===== config.mk =====
export PLATFORM = sky130hd
export DESIGN_NAME = trip_thermal_supervisor
export DESIGN_NICKNAME = d
export VERILOG_FILES = /design/src/rtl/trip_thermal_supervisor.sv
export SDC_FILE = /design/constraint.sdc
export NUM_CORES = 1
export LEC_CHECK = 0
export BUFFER_PORTS_ARGS = -buffer_cell sky130_fd_sc_hd__clkbuf_2
export CAP_MARGIN = 25
export CORE_MARGIN = 1.5
export CORE_UTILIZATION = 35
export CTS_BUF_LIST = sky130_fd_sc_hd__clkbuf_4 sky130_fd_sc_hd__clkbuf_8
export DETAILED_ROUTE_END_ITERATION = 16
export PLACE_DENSITY = 0.67
export REMOVE_ABC_BUFFERS = 1
export SLEW_MARGIN = 5
export SYNTH_ARGS = -nofsm -noshare
export SYNTH_HDL_FRONTEND = slang
export SYNTH_SLANG_ARGS = --single-unit

===== constraint.sdc =====
create_clock -name clk -period 5.6 [get_ports clk]
set_clock_uncertainty 0.1 [all_clocks]
set_input_delay 0.28 -clock clk [delete_from_list [all_inputs] [get_ports clk]]
set_output_delay 0.28 -clock clk [all_outputs]
set_load 0.02 [all_outputs]

===== src/rtl/trip_thermal_supervisor.sv =====
`default_nettype none
// +----------------------------------------------------------------------------+
// | Module   : trip_thermal_supervisor                                         |
// | Purpose  : Debounced CPU thermal shutdown with cooldown, plus trip         |
// |            sequencing that gates the drive command on computer power.      |
// | Revision : 1.0  initial release                                            |
// +----------------------------------------------------------------------------+
module trip_thermal_supervisor #(
    parameter int DEBOUNCE_CYC = 4,
    parameter int COOLDOWN_CYC = 16,
    parameter int EVT_W        = 8
) (
    input  logic             clk,
    input  logic             rst_n,
    input  logic             trip_start,
    input  logic             cpu_overheated,
    input  logic             arrived,
    input  logic             gas_tank_empty,
    output logic             shut_off_computer,
    output logic             keep_driving,
    output logic [1:0]       drive_state,
    output logic             trip_done,
    output logic [EVT_W-1:0] overheat_events
);

    localparam int c_cnt_max = (DEBOUNCE_CYC > COOLDOWN_CYC) ? DEBOUNCE_CYC : COOLDOWN_CYC;
    localparam int c_cnt_w   = $clog2(c_cnt_max + 1);

    localparam logic [c_cnt_w-1:0] c_deb_last  = c_cnt_w'(DEBOUNCE_CYC - 1);
    localparam logic [c_cnt_w-1:0] c_cool_last = c_cnt_w'(COOLDOWN_CYC - 1);
    localparam logic [c_cnt_w-1:0] c_cnt_one   = c_cnt_w'(1);

    typedef enum logic [1:0] {
        T_RUN      = 2'd0,
        T_SHUTDOWN = 2'd1,
        T_COOLDOWN = 2'd2
    } therm_t;

    typedef enum logic [1:0] {
        D_PARKED  = 2'd0,
        D_DRIVING = 2'd1,
        D_REFUEL  = 2'd2,
        D_ARRIVED = 2'd3
    } drive_t;

    therm_t             r_therm;
    therm_t             w_therm_nxt;
    logic [c_cnt_w-1:0] r_cnt;
    logic [c_cnt_w-1:0] w_cnt_nxt;
    logic               w_trip;

    drive_t             r_drive;
    drive_t             w_drive_nxt;

    logic               r_shut;
    logic               r_keep;
    logic [EVT_W-1:0]   r_evt;
    logic               w_shut_nxt;
    logic               w_keep_nxt;
    logic [EVT_W-1:0]   w_evt_nxt;

    // Thermal next state: the shared counter debounces in T_RUN and times the cooldown
    always_comb begin
        w_therm_nxt = r_therm;
        w_cnt_nxt   = r_cnt;
        w_trip      = 1'b0;
        case (r_therm)
            T_RUN: begin
                if (cpu_overheated) begin
                    if (r_cnt == c_deb_last) begin
                        w_therm_nxt = T_SHUTDOWN;
                        w_cnt_nxt   = '0;
                        w_trip      = 1'b1;
                    end else begin
                        w_cnt_nxt = r_cnt + 1'b1;
                    end
                end else begin
                    w_cnt_nxt = '0;
                end
            end
            T_SHUTDOWN: begin
                if (!cpu_overheated) begin
                    // A single-cycle cooldown completes on the first cool sample
                    if (COOLDOWN_CYC == 1) begin
                        w_therm_nxt = T_RUN;
                        w_cnt_nxt   = '0;
                    end else begin
                        w_therm_nxt = T_COOLDOWN;
                        w_cnt_nxt   = c_cnt_one;
                    end
                end
            end
            T_COOLDOWN: begin
                if (cpu_overheated) begin
                    w_therm_nxt = T_SHUTDOWN;
                    w_cnt_nxt   = '0;
                end else if (r_cnt == c_cool_last) begin
                    w_therm_nxt = T_RUN;
                    w_cnt_nxt   = '0;
                end else begin
                    w_cnt_nxt = r_cnt + 1'b1;
                end
            end
            default: begin
                w_therm_nxt = T_RUN;
                w_cnt_nxt   = '0;
            end
        endcase
    end

    // Drive next state; thermal shutdown never alters it, only gates keep_driving
    always_comb begin
        w_drive_nxt = r_drive;
        case (r_drive)
            D_PARKED: begin
                if (trip_start && !arrived)
                    w_drive_nxt = gas_tank_empty ? D_REFUEL : D_DRIVING;
            end
            D_DRIVING: begin
                if (arrived)
                    w_drive_nxt = D_ARRIVED;
                else if (gas_tank_empty)
                    w_drive_nxt = D_REFUEL;
            end
            D_REFUEL: begin
                if (arrived)
                    w_drive_nxt = D_ARRIVED;
                else if (!gas_tank_empty)
                    w_drive_nxt = D_DRIVING;
            end
            D_ARRIVED: w_drive_nxt = D_PARKED;
            default:   w_drive_nxt = D_PARKED;
        endcase
    end

    always_comb begin
        w_shut_nxt = (w_therm_nxt != T_RUN);
        w_keep_nxt = (w_drive_nxt == D_DRIVING) && !w_shut_nxt;
        w_evt_nxt  = r_evt;
        if (w_trip && (r_evt != {EVT_W{1'b1}}))
            w_evt_nxt = r_evt + 1'b1;
    end

    always_ff @(posedge clk or negedge rst_n) begin
        if (!rst_n) begin
            r_therm <= T_RUN;
            r_cnt   <= '0;
            r_drive <= D_PARKED;
            r_shut  <= 1'b0;
            r_keep  <= 1'b0;
            r_evt   <= '0;
        end else begin
            r_therm <= w_therm_nxt;
            r_cnt   <= w_cnt_nxt;
            r_drive <= w_drive_nxt;
            r_shut  <= w_shut_nxt;
            r_keep  <= w_keep_nxt;
            r_evt   <= w_evt_nxt;
        end
    end

    assign shut_off_computer = r_shut;
    assign keep_driving      = r_keep;
    assign drive_state       = r_drive;
    assign trip_done         = (r_drive == D_ARRIVED);
    assign overheat_events   = r_evt;

endmodule
`default_nettype wire


* Yosys cells after proc, flatten, opt, wreduce, memory -nomap -nowiden
Cells that the tools add are included. Widths: inputs -> output; s select.
Word-level totals: bits of input ports 6, word-level logic and storage cells 48, bits in latches 0, memories 0, flip-flop bits (word level) 19, bits in read-only memories 0, bits in writable memories 0
Cells by class: multipliers 0, reductions and logical operators 8, multiplexer cells 22, bitwise logic cells 0, $lt $le $gt $ge 0, $add $sub $neg 2, shift operators 0, equality and inequality tests 10, divide/modulo/power cells 0
Operators by type and width (number):
- $mux 5 | 5
- $mux 2 | 11
- $pmux 5 s3 | 1
- $add 8x1->8 const B | 1
- $ne 8x8->1 const B | 1
- $pmux 2 s4 | 1
- $eq 2x1->1 const B | 3
- $eq 2x2->1 const B | 3
- $pmux 2 s3 | 1
- $add 5x1->5 const B | 1
- $eq 5x2->1 const B | 1
- $eq 5x4->1 const B | 1
- $logic_not 2->1 | 2
- $logic_and 1x1->1 | 3
- $mux 1 | 3
- $logic_not 1->1 | 2
- $ne 2x2->1 const B | 1
- $reduce_bool 2->1 | 1

* Depth between registers and ports, before layout
depth in word-level cells 7, gate-level depth with buffers 8, depth with buffers taken out 8

* Worst setup path before layout
No wires, ideal clock.
path type reg-to-reg, start reg r_cnt[0], end reg r_cnt[3], buffers on the path 0, path slack 3.789 ns, arrival 1.628 ns, required time 5.417 ns, cell stages (with the launch flop) 9, library setup time 0.083 ns, period minus slack after synthesis 1.811 ns, path through dfrtp_1 > ha_1 > nand3_1 > inv_1 > ha_1 > or2_2 > o32ai_1 > o21ai_0 > o21ai_0
Between the ends: word-level cells in the longest chain between the ends 4, elaborated cells on any way between the ends 8
RTL lines:
- start, declared | line 48 | logic [c_cnt_w-1:0] r_cnt;
- start signal, assigned | line 154 | r_cnt <= w_cnt_nxt;
- $add 5x1->5 (tied with other cells) | line 75, 101
- $mux 5 (on tied branches) | line 97, 70
- $mux 5 (on tied branches) | line 94, 69
- $pmux 5 s3 (*) | line 67 | case (r_therm)
Mark *: on every way between the ends. The rest lies on a longest branch, timed or not. A chain may end at the register's enable or synchronous reset.

* Worst setup path after layout
Same ends and word-level chain as after synthesis.

==> metrics.csv <==
metric,value,unit
status,finished clean,
ctsHoldBuffers,1,
drv_cap,0,
syn_avg_cell_area,10.56,um2
crit_fanout,4,
ys_top_cells_by_count,"dfrtp_1, inv_1, o21ai_0",
crit_path_start,r_cnt[0],
synth_top_area_share,47.38,%
grt_setup_unrepaired,false,
vdd_drop_max,0.0002914,V
path_buf_inv,1,
period_minus_slack,1.945,ns
dpl.hpwl,1446,um
drt_pre_antenna_iters,4,
dr.first_iter.drc_count,18,
crit_path_top_delay_cell,dfrtp_1,
critPathTopFamily,compound AO/OA/AOI/OAI gates,
hold_violations,0,
power.total,473.0,uW
io_buffers,18,
path_cells,ha_1 -> nand3_1 -> inv_1 -> ha_1 -> or2_2 -> o32ai_1 -> o21ai_0 -> o21ai_0,
htree_levels,1,
cts-resized-gates,0,
wl_per_cell,13.29,um
hold-path-cell-count,2,
rows,19,
p_int,276.9,uW
yosysTopAreaCell,dfrtp_1,
power_frac_clock,15.0,%
cts_tree,done,
worstMarginPinSlew,0.4880,ns
worstRegToRegCells,8,
synth.most_common_cell,dfrtp_1,
cp.arrival,2.08,ns
die_h,56.55,um
ios,19,
grt_pass1_wl,3394,um
cts.sink_count,19,
ant_nets,0,
power.leakage,0.0005625,uW
setup_viol,0,
fill_cells,252,
end_kind,register,
dr_total_vias,790,
power_switching,196.2,uW
post_drt_via_cell_ratio,5.374,
seqPwrFrac,46.6,%
synth_edf_count,0,
synthFlopType,dfrtp_1,
grt_max_degree,20,
swShare,41.47,%
fin_crit_sh,34.73,%
grt_usage,13.86,%
place_congestion,0.8317,
worstReg2RegEnd,r_cnt[3],
synthesis.area,1003,um2
clockBufferDepth,2,
core,2734,um2
design.die.area,3197,um2
slew_viol_final,0,
grt_util_met2,23.09,%
reg2reg_slack,3.66,ns
start_util,36.70,%
crit_end,r_cnt[3],
use_met3,2.765,%
timing.rr.start,r_cnt[0],
netlist_instances,95,
ys_seq_elements,19,
cp.depth,8,
async_flop_share,100.0,%
startpoint_type,register,
cp_slowest_stage_delay,0.42,ns
powerDensity,407.4,nW/um2
drive_gt1_share,25.00,%
n_antenna_cell,0,
p_comb_share,38.4,%
drt_drc_violations_left,0,
synthTopCellsByArea,"dfrtp_1, ha_1, o32ai_1",
grt_pass1_vias,801,
cts_setup_buffers,0,
grt_use_met1,16.67,%
hold_path.class,input pin to register,
cts_buffers,3,
wirelength,1954,um
path_clk_slew,0.12,ns
hold_ws,0.06075,ns
synth-warning-count,0,
overflow,0,
die_w,56.55,um
root_buffer,clkbuf_4,
max_slew_margin,67.46,%
required,5.73,ns
ys_types,31,
path_class,register to register,
area_delta_synth_final,15.71,%
timing.fmax,0.5141,GHz
grt.busiest_layer,met2,
clock_latency,0.30,ns
antenna_found_initial,0,
synth_seq_area_share,47.38,%
tns,0,ns
num-nets-final,127,
## placed cells by master, fill, tap and decap left out
| master | count |
|---|---|
| dfrtp_1 | 19 |
| clkbuf_2 | 18 |
| inv_1 | 7 |
| o21ai_0 | 6 |
| nand2_1 | 5 |
| nor3_1 | 4 |
| xnor2_1 | 4 |
| o32ai_1 | 4 |
| ha_1 | 4 |
| and2_1 | 3 |
| a211oi_1 | 3 |
| nand3_1 | 3 |
| nor2_1 | 3 |
| nor3b_1 | 3 |
| xor2_1 | 3 |
| nand4_1 | 3 |
| clkbuf_4 | 3 |
| or2_2 | 2 |
| a21oi_1 | 2 |
| mux2i_1 | 2 |
| and3_1 | 2 |
| nand2b_1 | 2 |
| nor4b_4 | 1 |
| a21o_1 | 1 |
| nor4b_1 | 1 |
| nand2_2 | 1 |
| nor4_2 | 1 |
| o211a_4 | 1 |
| mux2_1 | 1 |
| o22ai_1 | 1 |
| and3_2 | 1 |
| clkinv_2 | 1 |
| dlygate4sd3_1 | 1 |
## cell type report
| type | count | area, um2 | area share, % |
|---|---|---|---|
| sequential | 19 | 475.5 | 40.95 |
| inverter | 7 | 26.28 | 2.263 |
| tap | 31 | 38.79 | 3.341 |
| clock inverter | 1 | 5.005 | 0.4310 |
| clock buffer | 3 | 22.52 | 1.940 |
| multi-input combinational | 67 | 493.0 | 42.46 |
| timing repair buffer | 19 | 100.1 | 8.621 |
## stage by stage
step	std cells	cell area, um2	util, %	setup WS [ns]
floorplan	93	994.7	-	3.789
global placement	142	1124	41.10	3.735
detailed placement	142	1124	41.10	3.654
CTS	147	1161	42.47	3.642
global route	147	1161	42.47	3.501
finish	147	1161	42.47	3.655
## power by group through the flow
stage,Clock [uW],Combinational [uW],Sequential (uW)
2_1_floorplan,0,107,239
3_3_place_gp,0,177,219
3_5_place_dp,0,183,223
4_1_cts,73.7,184,220
5_1_grt,81.7,204,227
6_report,70.9,182,221
## sequential cells by signal, indices dropped and copies added, names as in the netlist
register	count
overheat_events	8
r_cnt	5
drive_state	2
r_therm	2
keep_driving	1
shut_off_computer	1
## worst register-to-register path, cell delays in order (launching register included)
cell	delay [ns]
dfrtp_1	0.42
ha_1	0.25
nand3_1	0.11
inv_1	0.05
ha_1	0.19
or2_2	0.31
o32ai_1	0.26
o21ai_0	0.10
o21ai_0	0.09
## per-layer routing
layer  vias up  share of wire, %
met2        12                53
met3         2               2.9
li1        383                 -
met4         0              0.41
met5         -                 0
met1       393                44
## cell families after synthesis
family / Yosys count / synth area share, %
and+or+nand+nor: 35 / 22.07
adders and majority gates: 4 / 4.988
muxes: 3 / 3.117
AOI/OAI and AO/OA: 18 / 12.84
buffers and inverters: 9 / 3.491
DFF: 19 / 47.38
xor gates and xnor gates: 7 / 6.110
## worst min path at each step
stage                         from        endpoint
global route        gas_tank_empty  drive_state[0]
detailed placement           rst_n        r_cnt[4]
CTS                 gas_tank_empty  drive_state[0]
finish              gas_tank_empty  drive_state[0]
global placement             rst_n        r_cnt[4]
floorplan                    rst_n  drive_state[0]
(Power assumes the default switching activity.)
